## config.mk

```make
export PLATFORM = sky130hd
export DESIGN_NAME = sdf_bitrev_reorder
export DESIGN_NICKNAME = d
export VERILOG_FILES = /design/src/rtl/sdf_bitrev_reorder.sv
export SDC_FILE = /design/constraint.sdc
export NUM_CORES = 2
export LEC_CHECK = 0
export ABC_AREA = 0
export BUFFER_PORTS_ARGS = -buffer_cell sky130_fd_sc_hd__buf_4
export CORE_MARGIN = 3
export CORE_UTILIZATION = 40
export CTS_BUF_LIST = sky130_fd_sc_hd__clkbuf_16
export CTS_CLUSTER_DIAMETER = 120
export DETAILED_ROUTE_END_ITERATION = 7
export GPL_TIMING_DRIVEN = 0
export HOLD_SLACK_MARGIN = 0.06
export PLACE_DENSITY = 0.57
export SLEW_MARGIN = 20
export SYNTH_ARGS = -nofsm -noshare
export SYNTH_HDL_FRONTEND = slang
export SYNTH_SLANG_ARGS = --single-unit
export TNS_END_PERCENT = 20
```

## constraint.sdc

```tcl
create_clock -name clk -period 5.35 [get_ports clk]
set_clock_uncertainty 0.05 [all_clocks]
set_input_delay 0.8025 -clock clk [delete_from_list [all_inputs] [get_ports clk]]
set_output_delay 0.8025 -clock clk [all_outputs]
set_load 0.02 [all_outputs]
```

## src/rtl/sdf_bitrev_reorder.sv

```systemverilog
// sdf_bitrev_reorder
// Re-orders each N-point frame emitted in bit-reversed order by the SDF FFT
// core into natural bin order. Two N-entry complex banks live in one 2N-entry
// RAM with the bank number as the address MSB. The writer fills one bank while
// the reader drains the other. There is no backpressure in either direction.
module sdf_bitrev_reorder #(
    parameter int N      = 64,
    parameter int LOG2N  = $clog2(N),
    parameter int WIDTH  = 8,
    parameter bit BITREV = 1'b1
) (
    input  logic                    clk,
    input  logic                    rst_n,
    input  logic                    enable_in,
    input  logic signed [WIDTH-1:0] in_re,
    input  logic signed [WIDTH-1:0] in_im,
    output logic                    enable_out,
    output logic signed [WIDTH-1:0] out_re,
    output logic signed [WIDTH-1:0] out_im,
    output logic                    out_last
);

    localparam logic [LOG2N-1:0] LAST_IDX = LOG2N'(N - 1);

    typedef enum logic [0:0] {
        ST_IDLE = 1'b0,
        ST_RUN  = 1'b1
    } state_t;

    // Mirror the index bits: bit i of the result is bit LOG2N-1-i of idx.
    function automatic logic [LOG2N-1:0] bit_reverse(input logic [LOG2N-1:0] idx);
        logic [LOG2N-1:0] rev;
        rev = {LOG2N{1'b0}};
        for (int i = 0; i < LOG2N; i++) begin
            rev[i] = idx[LOG2N-1-i];
        end
        return rev;
    endfunction

    // Frame storage. It is deliberately not reset, so it can map onto block RAM.
    logic [2*WIDTH-1:0] mem_r [0:2*N-1];

    // Write side
    logic [LOG2N-1:0]   wcnt_r;
    logic               wbank_r;
    logic               fdone_r;     // one-cycle pulse: a bank has just been filled
    logic               fd_bank_r;   // the bank that fdone_r refers to
    logic [LOG2N-1:0]   wr_addr_s;

    // Read side
    state_t             state_r;
    logic [LOG2N-1:0]   rcnt_r;
    logic               rbank_r;
    logic [2*WIDTH-1:0] rd_word_s;

    // Write address: bit-reversed input index, or identity for a plain frame delay.
    always_comb begin
        wr_addr_s = wcnt_r;
        if (BITREV) begin
            wr_addr_s = bit_reverse(wcnt_r);
        end else begin
            wr_addr_s = wcnt_r;
        end
    end

    // Word addressed by the reader in the current RUN cycle. It is captured by the output registers.
    always_comb begin
        rd_word_s = mem_r[{rbank_r, rcnt_r}];
    end

    // RAM write port: store each valid sample in the bank being filled.
    always_ff @(posedge clk) begin
        if (enable_in) begin
            mem_r[{wbank_r, wr_addr_s}] <= {in_re, in_im};
        end
    end

    // Write counter. Wrapping past N-1 swaps banks and signals frame-done.
    // Gaps in enable_in simply hold the count.
    always_ff @(posedge clk or negedge rst_n) begin
        if (!rst_n) begin
            wcnt_r    <= {LOG2N{1'b0}};
            wbank_r   <= 1'b0;
            fdone_r   <= 1'b0;
            fd_bank_r <= 1'b0;
        end else begin
            if (enable_in) begin
                if (wcnt_r == LAST_IDX) begin
                    wcnt_r    <= {LOG2N{1'b0}};
                    wbank_r   <= ~wbank_r;
                    fdone_r   <= 1'b1;
                    fd_bank_r <= wbank_r;
                end else begin
                    wcnt_r    <= wcnt_r + LOG2N'(1);
                    fdone_r   <= 1'b0;
                end
            end else begin
                fdone_r <= 1'b0;
            end
        end
    end

    // Read FSM with registered outputs. It drains a filled bank in natural
    // order and chains straight into the next bank when frame-done lands on
    // the final read.
    always_ff @(posedge clk or negedge rst_n) begin
        if (!rst_n) begin
            state_r    <= ST_IDLE;
            rcnt_r     <= {LOG2N{1'b0}};
            rbank_r    <= 1'b0;
            enable_out <= 1'b0;
            out_last   <= 1'b0;
            out_re     <= {WIDTH{1'b0}};
            out_im     <= {WIDTH{1'b0}};
        end else begin
            case (state_r)
                ST_IDLE: begin
                    enable_out <= 1'b0;
                    out_last   <= 1'b0;
                    rcnt_r     <= {LOG2N{1'b0}};
                    if (fdone_r) begin
                        state_r <= ST_RUN;
                        rbank_r <= fd_bank_r;
                    end else begin
                        state_r <= ST_IDLE;
                    end
                end
                ST_RUN: begin
                    enable_out <= 1'b1;
                    out_re     <= rd_word_s[2*WIDTH-1:WIDTH];
                    out_im     <= rd_word_s[WIDTH-1:0];
                    out_last   <= (rcnt_r == LAST_IDX);
                    if (rcnt_r == LAST_IDX) begin
                        rcnt_r <= {LOG2N{1'b0}};
                        if (fdone_r) begin
                            state_r <= ST_RUN;
                            rbank_r <= fd_bank_r;
                        end else begin
                            state_r <= ST_IDLE;
                        end
                    end else begin
                        rcnt_r  <= rcnt_r + LOG2N'(1);
                        state_r <= ST_RUN;
                    end
                end
                default: begin
                    state_r    <= ST_IDLE;
                    rcnt_r     <= {LOG2N{1'b0}};
                    enable_out <= 1'b0;
                    out_last   <= 1'b0;
                end
            endcase
        end
    end

endmodule

```

==> impl_metrics.env <==
export IMPL_crit_required_ns=5.96
export IMPL_clk_latency_ns=0.84
export IMPL_cp_slowest_cell="o2111ai_1"
export IMPL_grt_pass1_wl_um=322000
export IMPL_htreeDepth=4
export IMPL_rsz0062_at_grt="false"
export IMPL_drt_iter0_markers=5109
export IMPL_rr_worst_depth=10
export IMPL_leakage_nw=28.5
export IMPL_synth_cell_types=42
export IMPL_drc=0
export IMPL_worstMarginPinSlew_ns=1.17
export IMPL_ant_nets=0
export IMPL_outcome="completed"
export IMPL_final_hold_viol_count=0
export IMPL_vias_per_cell=5.74
export IMPL_core_area_um2=201000
export IMPL_irDropWorstVdd_mv=0.271
export IMPL_synth_edf_count=2048
export IMPL_numCtsBuffers=209
export IMPL_synthFlopType="edfxtp_1"
export IMPL_maxCapViolations=0
export IMPL_crit_type="reg2reg"
export IMPL_place_inst=6932
export IMPL_grt_max_degree=129
export IMPL_die_w_um=457
export IMPL_initial_core_util_pct=40.5
export IMPL_reg2reg_setup_slack_ns=0.51
export IMPL_finalCriticalPeriod_ns=4.84
export IMPL_clk_pin_slew_ns=0.06
export IMPL_reg2reg_to="out_re[2]"
export IMPL_gr_total_overflow=0
export IMPL_tritoncts="yes"
export IMPL_drive_gt1_share_pct=26.9
export IMPL_clock_sinks=2083
export IMPL_instances_no_fill=7329
export IMPL_die_area_um2=208000
export IMPL_critPathTopFamily="buffers and inverters"
export IMPL_gp_congestion=0.912
export IMPL_syn_area_um2=81200
export IMPL_reg2reg_from="rcnt_r[1]"
export IMPL_first_pass_iters=6
export IMPL_crit_chain="buf_2 > buf_6 > nand2b_1 > clkbuf_1 > buf_1 > nor2_1 > nor4_1 > nor3_1 > o2111ai_1 > o221ai_1"
export IMPL_async_flop_share_pct=1.68
export IMPL_routed_wl_um=228000
export IMPL_cts_root_buf="clkbuf_16"
export IMPL_syn_inst=4090
export IMPL_track_usage_pct=21.7
export IMPL_grt_pass1_vias=42000
export IMPL_numPortBuffers=36
export IMPL_cp_max_fo=10
export IMPL_cp_end_kind="flip-flop"
export IMPL_critPathLaunchType="flip-flop"
export IMPL_die_h_um=457
export IMPL_synth_area_per_cell_um2=19.9
export IMPL_finalNetCount=4512
export IMPL_total_power_mw=35.1
export IMPL_clock_fmax_mhz=207
export IMPL_clockBufferDepth=3
export IMPL_via_count=42100
export IMPL_area_delta_synth_final_pct=15.8
export IMPL_drv_slew=0
export IMPL_slowest_delay_ns=0.79
export IMPL_row_count=164
export IMPL_seq_area_frac_synth_pct=76.8
export IMPL_synth_nets=4111
export IMPL_final_period_utilization_pct=90.5
export IMPL_crit_buf_inv=4
export IMPL_slew_headroom_pct=21.6
export IMPL_antenna_found_initial=12
export IMPL_yosys_warnings=0
export IMPL_synthTopCellsByCount="edfxtp_1 (2048), mux2i_1 (320), mux4_2 (288)"
export IMPL_hp_class="in2reg"
export IMPL_yosysMostFrequentCell="edfxtp_1"
export IMPL_endpoint="out_re[2]"
export IMPL_synth_top_area_share_pct=75.7
export IMPL_wl_per_cell_um=31.1
export IMPL_crit_cells=10
export IMPL_synth_top_cell_by_area="edfxtp_1"
export IMPL_io_pins=37
export IMPL_power_density_nw_per_um2=373
export IMPL_ys_ff_latch=2083
export IMPL_yosys_top_cells_area="edfxtp_1 (76%), mux4_2 (8.0%), mux2i_1 (3.9%), mux2_2 (2.7%), o22ai_1 (1.4%)"
export IMPL_critPathLaunch="rcnt_r[1]"
export IMPL_cts_setup_buffers=0
export IMPL_hpwl_um=155000
export IMPL_crit_arrival_ns=5.45
export IMPL_setup_viol=0
[final cells by class]
class | instances | area, µm²
antenna | 5 | 12.5
buffer | 247 | 1420
clock buffer | 209 | 5230
clock inverter | 179 | 1400
fill | 16800 | 107000
inverter | 20 | 75.1
multi-input combinational | 1740 | 17700
sequential | 2083 | 62400
tap | 2656 | 3320
timing repair buffer | 190 | 2440
[report_power, final]
group	internal, mW	switching (mW)
Clock	7.93	6.27
Combinational	0.811	1.80
Sequential	18.2	0.0789
Total	26.9	8.14
[cells in the final DEF, fill, tap and decap left out, types with 72 or more instances in the layout]
cell type	Yosys	routed
mux2i_1	320	320
mux2_2	195	195
buf_4	40	77
nor2_2	0	115
o22ai_1	176	176
nor2_1	213	97
nand2_1	72	72
mux4_2	288	288
edfxtp_1	2048	2048
clkbuf_16	0	209
nor2b_1	86	86
buf_6	33	121
clkbuf_1	103	94
[what timing repair did]
| item | CTS | global route |
|---|---|---|
| hold endpoints to repair | 35 | 0 |
| gates resized for setup | 0 | 0 |
| hold buffers | 1 | 0 |
[worst min-delay path by stage]
stage                   from      endpoint  depth (start not counted)
floorplan            state_r    enable_out                          0
global placement     state_r    enable_out                          0
detailed placement   state_r    enable_out                          0
CTS                 in_im[7]  mem_r[40][7]                          1
global route        in_im[0]  mem_r[27][0]                          1
finish              in_im[0]  mem_r[27][0]                          1
[metal layers]
metal | global-route usage, % | up-vias | wire length [µm]
met2 | 34.7 | 1738 | 108000
met4 | 7.39 | 0 | 8210
met1 | 30.1 | 22300 | 94000
met5 | 0 | - | 0
li1 | - | 17600 | -
met3 | 3.76 | 336 | 17200
[stage by stage]
step | util (%) | hold slack, ns | area, µm² | TNS [ns] | worst slack (ns)
finish | 46.9 | 0.307 | 94000 | 0 | 0.510
detailed placement | 43.5 | 0.316 | 87300 | 0 | 0.643
global route | 46.8 | 0.282 | 94000 | 0 | 0.534
floorplan | - | 0.302 | 81200 | 0 | 1.90
CTS | 46.8 | 0.268 | 93900 | 0 | 0.631
global placement | 42.2 | 0.326 | 84800 | -1.39 | -0.0878
[registers in the layout (all words and copies together) (netlist names)]
register    cells
mem_r        2048
out_im          8
out_re          8
rcnt_r          6
wcnt_r          6
enable_out      1
fd_bank_r       1
fdone_r         1
out_last        1
rbank_r         1
state_r         1
wbank_r         1
[cells by family (layout without fill, tap and decap cells)]
kind of cell	after synthesis	count (layout)	synth area share, %
AO/OA/AOI/OAI	438	438	3.78
adder cells (fa/ha/maj)	2	2	0.0308
XOR/XNOR	8	8	0.0863
AND/OR/NAND/NOR	489	489	2.81
buffers and inverters	267	845	1.83
multiplexers	803	803	14.6
other	0	5	0
flip-flops	2083	2083	76.8
Power figures use the tool's default switching activity.
